$ cat config.mk
export PLATFORM = sky130hd
export DESIGN_NAME = led_pattern_gen
export DESIGN_NICKNAME = d
export VERILOG_FILES = /design/src/rtl/led_pattern_gen.sv
export SDC_FILE = /design/constraint.sdc
export NUM_CORES = 1
export LEC_CHECK = 0
export ABC_AREA = 1
export CORE_MARGIN = 4
export CORE_UTILIZATION = 35
export DETAILED_ROUTE_END_ITERATION = 16
export GPL_ROUTABILITY_DRIVEN = 0
export GPL_TIMING_DRIVEN = 0
export PLACE_DENSITY = 0.62
export SLEW_MARGIN = 5
export SYNTH_ARGS = -nofsm -noshare
export SYNTH_HDL_FRONTEND = slang
export SYNTH_SLANG_ARGS = --single-unit
$ cat constraint.sdc
create_clock -name clock -period 2.4 [get_ports clock]
set_input_delay 0.36 -clock clock [delete_from_list [all_inputs] [get_ports clock]]
set_output_delay 0.36 -clock clock [all_outputs]
set_load 0.01 [all_outputs]
$ cat src/rtl/led_pattern_gen.sv
// LED pattern generator: programmable tick prescaler driving four display modes
// (flash, rotate left, rotate right, ping-pong) plus a one-cycle tick strobe.
module led_pattern_gen #(
    parameter int unsigned NB_LEDS  = 4,
    parameter int unsigned NB_COUNT = 32
) (
    input  logic                clock,
    input  logic                i_reset,
    input  logic                i_valid,
    input  logic [1:0]          i_mode,
    input  logic [NB_COUNT-1:0] i_limit,
    output logic [NB_LEDS-1:0]  o_led,
    output logic                o_tick,
    output logic                o_dir
);

    typedef enum logic [1:0] {
        ModeFlash    = 2'd0,
        ModeRotL     = 2'd1,
        ModeRotR     = 2'd2,
        ModePingPong = 2'd3
    } mode_e;

    mode_e               mode_q, mode_d;
    logic [NB_COUNT-1:0] cnt_q, cnt_d;
    logic                dir_q, dir_d;
    logic [NB_LEDS-1:0]  led_q, led_d;
    logic                tick_q, tick_d;

    function automatic logic [NB_LEDS-1:0] seed_of(input mode_e m);
        return (m == ModeFlash) ? '0 : NB_LEDS'(1);
    endfunction

    // State registers with synchronous active-high reset.
    always_ff @(posedge clock) begin
        if (i_reset) begin
            mode_q <= ModeFlash;
            cnt_q  <= '0;
            dir_q  <= 1'b0;
            led_q  <= '0;
            tick_q <= 1'b0;
        end else begin
            mode_q <= mode_d;
            cnt_q  <= cnt_d;
            dir_q  <= dir_d;
            led_q  <= led_d;
            tick_q <= tick_d;
        end
    end

    // Next state: mode change beats tick, tick beats hold.
    always_comb begin
        mode_d = mode_q;
        cnt_d  = cnt_q;
        dir_d  = dir_q;
        led_d  = led_q;
        tick_d = 1'b0;

        if (mode_e'(i_mode) != mode_q) begin
            mode_d = mode_e'(i_mode);
            cnt_d  = '0;
            dir_d  = 1'b0;
            led_d  = seed_of(mode_e'(i_mode));
        end else if (i_valid) begin
            // >= so that lowering the limit below the count fires at once.
            if (cnt_q >= i_limit) begin
                tick_d = 1'b1;
                cnt_d  = '0;
                if (mode_q != ModeFlash && led_q == '0) begin
                    // A pattern that lost its lit bit is restarted from the seed.
                    led_d = seed_of(mode_q);
                end else begin
                    unique case (mode_q)
                        ModeFlash: led_d = ~led_q;
                        ModeRotL:  led_d = {led_q[NB_LEDS-2:0], led_q[NB_LEDS-1]};
                        ModeRotR:  led_d = {led_q[0], led_q[NB_LEDS-1:1]};
                        ModePingPong: begin
                            // Reverse within the same tick so the end is never held.
                            if (!dir_q) begin
                                if (led_q[NB_LEDS-1]) begin
                                    dir_d = 1'b1;
                                    led_d = led_q >> 1;
                                end else begin
                                    led_d = led_q << 1;
                                end
                            end else begin
                                if (led_q[0]) begin
                                    dir_d = 1'b0;
                                    led_d = led_q << 1;
                                end else begin
                                    led_d = led_q >> 1;
                                end
                            end
                        end
                        default: led_d = led_q;
                    endcase
                end
            end else begin
                cnt_d = cnt_q + NB_COUNT'(1);
            end
        end
    end

    // Outputs come straight from registers.
    always_comb begin
        o_led  = led_q;
        o_tick = tick_q;
        o_dir  = dir_q;
    end

endmodule
==> results.toml <==
[final_layout]
nNetsFinal = 567
final_area_um2 = 3690
layout-drive-gt1-share_pct = 7.03
antennaDiodeCount = 0
area_growth_pct = 22.4
fin_cells = 603

[clock_network]
cts_buffers = 5
cts_buffer_depth = 2
cts_tree = "built"
ctsRootBufferMaster = "clkbuf_8"
path_clk_slew_ns = 0.08
htreeDepth = 2
clkLatencyLatePin_ns = 0.30
cts_sinks = 40

[worst_setup_path]
r2r_slack_ns = 0.41
path_max_fanout = 10
critical_path.endpoint_type = "register"
startpoint_type = "input pin"
r2r_start = "cnt_q[1]"
critPathLaunch = "i_limit[29]"
cp.arrival_ns = 2.37
required_ns = 2.63
crit_type = "in -> reg"

[timing]
hold_violations = 0
timing.hold.ws_ns = 0.362
tightest_slew_ns = 0.383
finalClockSkew_ns = 0.0105
drv_slew = 0
grt_setup_unrepaired = "false"
finalCriticalPeriod_ns = 2.14
max-slew-margin-rel_pct = 74.4
tns_ns = 0
finalCritPeriodShare_pct = 89.1
setup_viol = 0
fmax_mhz = 468

[power_and_ir_drop]
total_leakage_power_uw = 0.00171
ir_drop_mv = 0.171
finalPower_uw = 1390
powerDensity_nw_per_um2 = 376

[synth]
synth.distinct_cells = 38
yosysTopAreaCell = "dfxtp_1"
synth.net_count = 517
ys_ff_latch = 40
yosysSeqAreaShare_pct = 26.5
synth.avg_cell_area_um2 = 6.75
synth.area.top_cells = "dfxtp_1 (27%), ha_1 (14%), nand2_1 (12%)"
synthCells = 447
netlist_area_um2 = 3020
synth.top_cell.area_share_pct = 26.5
yosysWarnings = 0

[floorplan]
coreArea_um2 = 8300
dieArea_um2 = 10200
io_pins = 43
fp.dieW_um = 101
start_util_pct = 36.4
die_y_um = 101
rows = 33

[min_path]
min_from = "i_valid"
min_path_type = "in -> reg"

[drt]
via_per_inst = 4.74
drt-initial-drc-count = 186
avgRoutedWirePerCell_um = 11.7
wl_mm = 7.06
drt_pass1_iterations = 4
ant_nets = 0
drc = 0
vias = 2858

[placement]
dpl.hpwl_mm = 5.70
dpl_cell_area_um2 = 3560
dp_cells = 593
io_buffers = 41

[grt]
overflow = 0
grt_max_degree = 13
antenna_found_initial = 0
grt_pass1_vias = 2808
grt_pass1_wl_mm = 12.1
grtUsageTotal_pct = 14.5

[outcome]
status = "completed"

[job]
maxCapViolCount = 0
[final timing paths]
path,to,cells after the start
min reg2reg,cnt_q[0],2
max reg2reg,cnt_q[14],11
min,cnt_q[0],3
max,cnt_q[17],13
[sequential cells by signal, indices dropped and copies added (netlist names)]
name,count
o_dir,1
mode_q,2
o_led,4
o_tick,1
cnt_q,32
[worst max-delay path, cell delays in order]
cell and delay, ns:
clkdlybuf4s50_1 0.45, inv_1 0.04, ha_1 0.30, a21oi_1 0.14, o21ai_0 0.08, nor2_1 0.10
nand2_1 0.11, a21oi_2 0.18, nand2_1 0.11, nand2_2 0.11, nand2_4 0.08, buf_4 0.20
nor2_1 0.11
[metrics by stage]
step	utilization [%]	worst slack (ns)
CTS	44.0	0.0505
floorplan	-	0.612
global placement	42.9	-0.238
global route	44.5	0.0119
detailed placement	42.9	-0.258
finish	44.5	0.261
[kinds of logic after synthesis]
family	share of synthesized area, %
AO/OA/AOI/OAI	6.96
XOR/XNOR	6.38
adder cells (fa/ha/maj)	13.7
buffers and inverters	10.6
flip-flops	26.5
AND/OR/NAND/NOR	35.8
[cells in the final DEF, fill, tap and decap left out, types with 4 or more instances in the layout]
master / synthesis / routed
xnor2_1: 6 / 6
nor2_1: 64 / 64
xor2_1: 16 / 16
dfxtp_1: 40 / 40
buf_4: 0 / 4
nand4_1: 9 / 9
clkbuf_8: 0 / 6
nand3_1: 25 / 25
nand2_1: 100 / 98
ha_1: 33 / 33
clkdlybuf4s50_1: 0 / 41
o21ai_0: 9 / 9
nor3_1: 16 / 15
a21oi_1: 20 / 20
inv_1: 72 / 72
[layer usage]
metal,vias up,track usage (%),wire (µm)
li1,1527,-,-
met3,13,2.91,340
met5,-,0,0
met1,1259,18.7,3380
met4,0,4.87,119
met2,59,24.2,3220
[repair_timing]
action / CTS / global route
endpoints found under the setup margin: 0 / 30
endpoints found under the hold margin: 0 / 0
resized for setup: 0 / 11
hold buffers: 0 / 0
buffers inserted: 0 / 2
[cell type report]
cell class / count / area [µm²]
Tap cell: 105 / 131
Inverter: 75 / 287
Sequential cell: 40 / 801
Buffer: 6 / 45.0
Timing Repair Buffer: 43 / 425
Fill cell: 885 / 4600
Clock buffer: 6 / 82.6
Multi-Input combinational cell: 326 / 1910
Clock inverter: 2 / 10.0
[cell usage after synthesis]
master       n
buf_6        1
nor2_2       2
ha_1        33
o21a_1       1
inv_1       72
nand4_1      9
nand3_1     25
o21ai_0      9
clkbuf_1     2
nand2_1    100
nor3_1      16
and3_1       1
nor3b_2      1
nand2b_1     1
nor2_8       1
nor3_4       2
nor2_4       1
o21bai_1     2
nand2_2      2
a21oi_2      1
xor2_1      16
o211ai_1     1
nand2_4      1
a21oi_1     20
inv_6        1
nor3_2       2
inv_2        2
nor4_2       1
nor3b_1      1
nor2_1      64
xnor2_1      6
o2111ai_1    2
buf_2        3
and2_1       1
dfxtp_1     40
o221ai_1     1
nand4_4      1
nor4_1       2
[power by group]
part           switching [µW]  internal [µW]  total, µW
registers                12.5            674        686
logic                     115            116        231
clock network             243            230        473
(Power assumes the default switching activity.)
